$ cat src/rtl/temp_sampler_if.sv
// Sample handshake between a temperature source and temp_sampler.
// A transfer occurs on a rising edge where isample_valid and osample_ready are both high.
interface temp_sampler_if;
    logic [7:0] isample;
    logic       isample_valid;
    logic       osample_ready;

    modport master (output isample, output isample_valid, input  osample_ready);
    modport slave  (input  isample, input  isample_valid, output osample_ready);
endinterface

$ cat src/rtl/temp_sampler.sv
// Averages four temperature samples, converts the mean to BCD one bit per clock,
// and publishes binary, BCD and digit/alarm flags only on a frame tick.
module temp_sampler #(
    parameter logic [7:0] ALARM_C = 8'd60
) (
    input  logic                 iclock,
    input  logic                 ireset,
    temp_sampler_if.slave        smp,
    input  logic                 iframe_tick,
    output logic [7:0]           otemperatura,
    output logic [11:0]          obcd,
    output logic [4:1]           odig_temp,
    output logic                 olost
);

    typedef enum logic [1:0] {
        COLLECT = 2'd0,
        CONVERT = 2'd1,
        PENDING = 2'd2
    } state_t;

    state_t      state_q, state_d;
    logic [9:0]  acc_q, acc_d;
    logic [1:0]  cnt_q, cnt_d;
    logic [7:0]  avg_q, avg_d;
    logic [7:0]  bin_q, bin_d;
    logic [11:0] bcd_q, bcd_d;
    logic [2:0]  iter_q, iter_d;
    logic [7:0]  temp_q, temp_d;
    logic [11:0] bcd_out_q, bcd_out_d;
    logic [4:1]  dig_q, dig_d;

    logic [9:0]  sum;
    logic [11:0] bcd_adj;
    logic        ready;

    always_ff @(posedge iclock or posedge ireset) begin
        if (ireset) begin
            state_q   <= COLLECT;
            acc_q     <= '0;
            cnt_q     <= '0;
            avg_q     <= '0;
            bin_q     <= '0;
            bcd_q     <= '0;
            iter_q    <= '0;
            temp_q    <= '0;
            bcd_out_q <= '0;
            dig_q     <= '0;
        end else begin
            state_q   <= state_d;
            acc_q     <= acc_d;
            cnt_q     <= cnt_d;
            avg_q     <= avg_d;
            bin_q     <= bin_d;
            bcd_q     <= bcd_d;
            iter_q    <= iter_d;
            temp_q    <= temp_d;
            bcd_out_q <= bcd_out_d;
            dig_q     <= dig_d;
        end
    end

    // Double-dabble step: any BCD digit >= 5 gets +3 before the next left shift.
    always_comb begin
        bcd_adj = bcd_q;
        for (int unsigned i = 0; i < 3; i++) begin
            if (bcd_q[i*4 +: 4] >= 4'd5)
                bcd_adj[i*4 +: 4] = bcd_q[i*4 +: 4] + 4'd3;
        end
    end

    always_comb begin
        state_d   = state_q;
        acc_d     = acc_q;
        cnt_d     = cnt_q;
        avg_d     = avg_q;
        bin_d     = bin_q;
        bcd_d     = bcd_q;
        iter_d    = iter_q;
        temp_d    = temp_q;
        bcd_out_d = bcd_out_q;
        dig_d     = dig_q;

        ready = (state_q == COLLECT);
        sum   = acc_q + {2'b00, smp.isample};

        case (state_q)
            COLLECT: begin
                if (smp.isample_valid) begin
                    if (cnt_q == 2'd3) begin
                        avg_d   = sum[9:2];
                        bin_d   = sum[9:2];
                        bcd_d   = '0;
                        iter_d  = '0;
                        acc_d   = '0;
                        cnt_d   = '0;
                        state_d = CONVERT;
                    end else begin
                        acc_d = sum;
                        cnt_d = cnt_q + 2'd1;
                    end
                end
            end
            CONVERT: begin
                bcd_d  = {bcd_adj[10:0], bin_q[7]};
                bin_d  = {bin_q[6:0], 1'b0};
                iter_d = iter_q + 3'd1;
                if (iter_q == 3'd7)
                    state_d = PENDING;
            end
            PENDING: begin
                if (iframe_tick) begin
                    temp_d    = avg_q;
                    bcd_out_d = bcd_q;
                    dig_d[1]  = 1'b1;
                    dig_d[2]  = (bcd_q[11:8] != 4'd0) || (bcd_q[7:4] != 4'd0);
                    dig_d[3]  = (bcd_q[11:8] != 4'd0);
                    dig_d[4]  = (avg_q >= ALARM_C);
                    state_d   = COLLECT;
                end
            end
            default: state_d = COLLECT;
        endcase
    end

    assign smp.osample_ready = ready;
    assign olost             = smp.isample_valid & ~ready;
    assign otemperatura      = temp_q;
    assign obcd              = bcd_out_q;
    assign odig_temp         = dig_q;

endmodule

$ cat src/flat_wrapper.sv
// flat-port wrapper written by rule: the top's interface ports become plain ports
module temp_sampler_flat 
#(
    parameter logic [7:0] ALARM_C = 8'd60
)
  (iclock, ireset, iframe_tick, otemperatura, obcd, odig_temp, olost, smp_isample, smp_isample_valid, smp_osample_ready);
  temp_sampler_if smp_i ();
  input  logic iclock;
  input  logic ireset;
  input  logic iframe_tick;
  output logic [7:0] otemperatura;
  output logic [11:0] obcd;
  output logic [4:1] odig_temp;
  output logic olost;
  input wire logic [$bits(smp_i.isample)-1:0] smp_isample;
  input wire logic [$bits(smp_i.isample_valid)-1:0] smp_isample_valid;
  output wire logic [$bits(smp_i.osample_ready)-1:0] smp_osample_ready;
  assign smp_i.isample = smp_isample;
  assign smp_i.isample_valid = smp_isample_valid;
  assign smp_osample_ready = smp_i.osample_ready;
  temp_sampler #(.ALARM_C(ALARM_C)) u_core (.iclock(iclock), .ireset(ireset), .smp(smp_i), .iframe_tick(iframe_tick), .otemperatura(otemperatura), .obcd(obcd), .odig_temp(odig_temp), .olost(olost));
endmodule
$ cat config.mk
export PLATFORM = sky130hd
export DESIGN_NAME = temp_sampler_flat
export DESIGN_NICKNAME = d
export VERILOG_FILES = /design/src/rtl/temp_sampler_if.sv /design/src/rtl/temp_sampler.sv /design/src/flat_wrapper.sv
export SDC_FILE = /design/constraint.sdc
export NUM_CORES = 1
export LEC_CHECK = 0
export BUFFER_PORTS_ARGS = -buffer_cell sky130_fd_sc_hd__buf_2
export CORE_MARGIN = 2
export CORE_UTILIZATION = 40
export DETAILED_ROUTE_END_ITERATION = 6
export SETUP_SLACK_MARGIN = 0.5
export SLEW_MARGIN = 30
export SYNTH_ARGS = -nofsm -noshare
export SYNTH_HDL_FRONTEND = slang
export SYNTH_SLANG_ARGS = --single-unit
$ cat constraint.sdc
create_clock -name iclock -period 3.4 [get_ports iclock]
set_clock_uncertainty 0.15 [all_clocks]
set_input_delay 0.51 -clock iclock [delete_from_list [all_inputs] [get_ports iclock]]
set_output_delay 0.51 -clock iclock [all_outputs]
set_load 0.005 [all_outputs]
======== Word level (Yosys, flattened, before mapping) ========
Index checks and enable logic that the tools add are counted.
cells by class
  mux-type cells .......................... 19
  equality and inequality tests ........... 8
  add/subtract/negate cells ............... 6
  bitwise operators ....................... 2
  magnitude comparators ................... 4
  reductions and logical operators ........ 10
operators with widths
  operator               count
  $mux W12               2
  $pmux W12 S2           1
  $mux W8                2
  $pmux W8 S2            1
  $ge A4 B3 Y1 const B   3
  $add A10 B8 Y10        1
  $mux W10               1
  $mux W2                5
  $mux W3                3
  $add A4 B2 Y4 const B  2
  $ge A8 B6 Y1 const B   1
  $mux W4                2
  $reduce_bool A4 Y1     2
  $ne A2 B2 Y1 const B   3
  $pmux W2 S3            1
  $pmux W3 S2            1
  $reduce_and A3 Y1      2
  $eq A2 B2 Y1 const B   2
  $reduce_and A2 Y1      2
  $reduce_and A4 Y1      1
  $add A3 B1 Y3 const B  1
  $add A3 B2 Y3 const B  1
  $eq A3 B3 Y1 const B   1
  $add A2 B1 Y2 const B  1
  other kinds (7)        7
storage, ports and cells
  input port bits ......................... 12
  bits in registers ....................... 69

======== Depth between registers and ports, before layout ========
  depth in word-level cells ............... 4
  mapped depth ............................ 7
  mapped depth without buffers ............ 6

======== Least setup slack after synthesis ========
Ideal clock, no wire load.
  path type ............................... input port to flip-flop
  start ................................... input smp_isample[0]
  end ..................................... register u_core.bin_q[4]
  data arrival time ....................... 1.901 ns
  cell stages on the path ................. 6
  required time ........................... 3.120 ns
  setup time .............................. 0.130 ns
  path slack .............................. 1.219 ns
  buffers on the path ..................... 0
  path through ............................ ha_1 > fa_1 > a21o_1 > a221oi_4 > xor2_1 > o21ai_0
between the ends
  longest elaborated chain between the ends .. 4
ends and longest elaborated chain
  item                    RTL line            RTL
  start: declaration      flat_wrapper.sv:15  input wire logic [$bits(smp_i.isample)-1:0] smp_isample;
  $add A10 B8 Y10         temp_sampler.sv:85  sum = acc_q + {2'b00, smp.isample};
  $mux W8                 temp_sampler.sv:90  if (cnt_q == 2'd3) begin
  $mux W8                 temp_sampler.sv:89  if (smp.isample_valid) begin
  $pmux W8 S2             temp_sampler.sv:87  case (state_q)
  end signal: assignment  temp_sampler.sv:54  bin_q <= bin_d;
  end: declaration        temp_sampler.sv:26  logic [7:0] bin_q, bin_d;
Every way passes these cells. The select of a mux whose other input is x is not followed.
A chain may end at the register's enable or synchronous reset.

======== Final worst setup path ========
  start ................................... register u_core.acc_q[0]
  end ..................................... register u_core.avg_q[4]
between the ends
  longest elaborated chain between the ends .. 1
ends and longest elaborated chain
  item                      RTL line            RTL
  start: declaration        temp_sampler.sv:23  logic [9:0] acc_q, acc_d;
  start signal: assignment  temp_sampler.sv:40  acc_q <= '0;
  start signal: assignment  temp_sampler.sv:51  acc_q <= acc_d;
  $add A10 B8 Y10           temp_sampler.sv:85
  end signal: assignment    temp_sampler.sv:53  avg_q <= avg_d;
  end: declaration          temp_sampler.sv:25  logic [7:0] avg_q, avg_d;
Every way passes these cells.

==> metrics.txt <==
max-cap violations=0; M1 WL=between 3000 and 4000 microns; gr ovfl total=0; mux share of post-synthesis cell area=between 5 and 6%; cell with the most instances after synthesis=dfrtp_1; crit end category=register; Startpoint Class=register; initial cell density of the core=41.6%; WP buf/inv=0; RSZ-0062 raised after global routing=no; # port buffers=37; CTS Sinks=69; CTS resizes=0; Final Hold Viols=0; Synth area leaders=dfrtp_1 50%, ha_1 6.9%, o21ai_0 5.2%, mux2_2 4.9%, nand2_1 4.6%; Root Driver=clkbuf_8; DR top layer=met4; EDFF count, synth=0; area growth from synthesis to layout=14.7%; Final #Nets=just under 400; area of the core=8260 sq um; largest family of logic cells by synthesized area=compound AO/OA/AOI/OAI gates; endpoints failing setup=0; post-synthesis sequential area ratio=50.2%; CP max-delay cell=fa_1; total global-route track usage=between 10% and 20%; Least-Margin Pin Slew=roughly 0.79 ns; CTS tree=built; Pre-Repair DR Iteration Count=4; Top FF cell, synth=dfrtp_1; simple-gate area share of the yosys netlist=13.1%; vias per cell=5.41; initial antenna violation count=0; global placement routability congestion=0.808; RR Endpoint=u_core.avg_q[4]; Synth Warn #=0; Setup Crit Path Kind=register to register; post-synthesis adder-cell area fraction=7.50%; Synth Area in XOR/XNOR=1.78%; Mapped Nets=357; Async SR Flop Fraction=100%; largest net degree at the start of global routing=38; Ports=38; layout cells sized above 1=21.9%; vias in the first global route=between 2000 and 3000; Post-Syn Instances=325; CTS Buffer Depth=2; synthesized flop and latch total=69; DIE AREA=9350 sq um; crit-path leading delay family=adder cells; Synth cell types=51; Tcrit/Tclk final=between 60% and 70%; Die Ht=roughly 97 microns; fmax=450 MHz; met3 routed WL=239 microns; CP max stage delay=between 0.4 and 0.5 ns; FP Rows=33; Post-Route Setup TNS=0 ns; Synth top area share=50.2%; Num CTS Buffers=9; FF-to-FF Start=u_core.acc_q[0]; Pwr Density=923 nW/um^2; Peak supply drop=approximately 0.00033 V; Critical Path Fanout Max=3; Post-route DRC=0; DIE WIDTH=96.7 microns; DR vias=between 2000 and 3000; Worst slew margin=47.5%; Slew Limit Fails=0; postcts setup bufs=0; Leak=roughly 1.9 nW; Worst Path Arrival=2.28 ns; crit-path cells=ha_1 -> fa_1 -> a21o_1 -> a221oi_4 -> xor2_1 -> o21ai_0; synthesized cell area=3440 sq um; compound-cell area share of the yosys netlist=18.3%; average size of a mapped cell=10.6 sq um; Synth area leader=dfrtp_1; htree depth=3; HP Class=input port to async pin; WHS=0.136 ns; first-pass GRT wire length=12600 microns; Post-DP HPWL=4900 microns; Reg2Reg Setup Slack=around 1.2 ns; Critical Path RT=around 3.5 ns; Tmin final=2.22 ns; WL final=7100 microns; routed wl met2=~3100 microns; Starting DRT DRC Count=129; Worst-path clk slew=0.08 ns; status=finished, final reports clean; Routed Antenna Nets=0; n_diodes=0; reg2reg path depth=6; top post-synthesis cells by count=69 x dfrtp_1, 42 x nand2_1, 36 x o21ai_0; hold buffer count at CTS=0; Clk Latency, worst-skew pair=~0.34 ns; Routed wire per std cell=between 15 and 20 microns
## final cells by class
cell class              count  area (sq um)
repair buffers             41           228
well taps                 105           131
inverters                  10          37.5
multi-input cells         229          1600
flip-flops and latches     69          1730
fillers                   803          4310
clock buffers              10           138
clock inverters             6          86.3
## cell families (layout without fill, tap and decap cells)
family                   Yosys count  in the layout
AO/OA/AOI/OAI                     94             94
multiplexers                      18             18
AND/OR/NAND/NOR                   90             90
XOR/XNOR                           7              7
buffers and inverters             27             67
adder cells (fa/ha/maj)           20             20
flip-flops                        69             69
## sequential cells by signal, summed over array words and instances (netlist names)
register             count
u_core.acc_q            10
u_core.iter_q            3
u_core.obcd             12
u_core.cnt_q             2
u_core.state_q           2
u_core.avg_q             8
u_core.bcd_q            12
u_core.otemperatura      8
u_core.bin_q             8
u_core.odig_temp         4
## power breakdown
group          total [mW]  switching, mW  internal [mW]
Sequential           1.38          0.227           1.15
Combinational        1.51          0.858          0.651
Clock               0.752          0.321          0.432
## cells in the final DEF, fill, tap and decap left out, types with 4 or more instances in the layout
master and n:
o21ai_0 36, nand2_1 42, mux2_2 15, nand2b_1 7, nand3_1 10, dfrtp_1 69
clkbuf_8 10, inv_1 9, a21oi_1 11, a22o_1 8, ha_1 19, nor2_1 6
nor3_1 7, o211ai_1 5, buf_2 37, xnor2_1 4, a22oi_1 7
## per-stage QoR
stage / power (mW) / instance area, sq um / cells / worst slack, ns / util, %
after floorplan: 2.47 / 3440 / 325 / 1.00 / -
after global placement: 2.86 / 3720 / 454 / 0.965 / 45.0
after detailed placement: 2.91 / 3720 / 454 / 0.913 / 45.0
after CTS: 3.68 / 3940 / 470 / 1.16 / 47.8
after global routing: 3.96 / 3940 / 470 / 1.04 / 47.8
final: 3.64 / 3940 / 470 / 1.18 / 47.8
## routing by layer
metal  vias up  track usage, %
met5         -               0
met4         0            5.74
met3         6            3.76
met2        46            23.9
met1      1251            23.6
li1       1241               -
## worst max-delay path by stage
stage                          from              end  slack [ns]  cells after the start
global route        u_core.acc_q[0]  u_core.avg_q[4]        1.04                      6
floorplan                    ireset  u_core.acc_q[0]        1.00                      1
detailed placement   smp_isample[0]  u_core.acc_q[6]        0.91                      7
finish              u_core.acc_q[0]  u_core.avg_q[4]        1.18                      6
global placement     smp_isample[0]  u_core.bin_q[4]        0.96                      7
CTS                 u_core.acc_q[0]  u_core.avg_q[4]        1.16                      6
No activity file was read; power rests on OpenSTA's default activity.
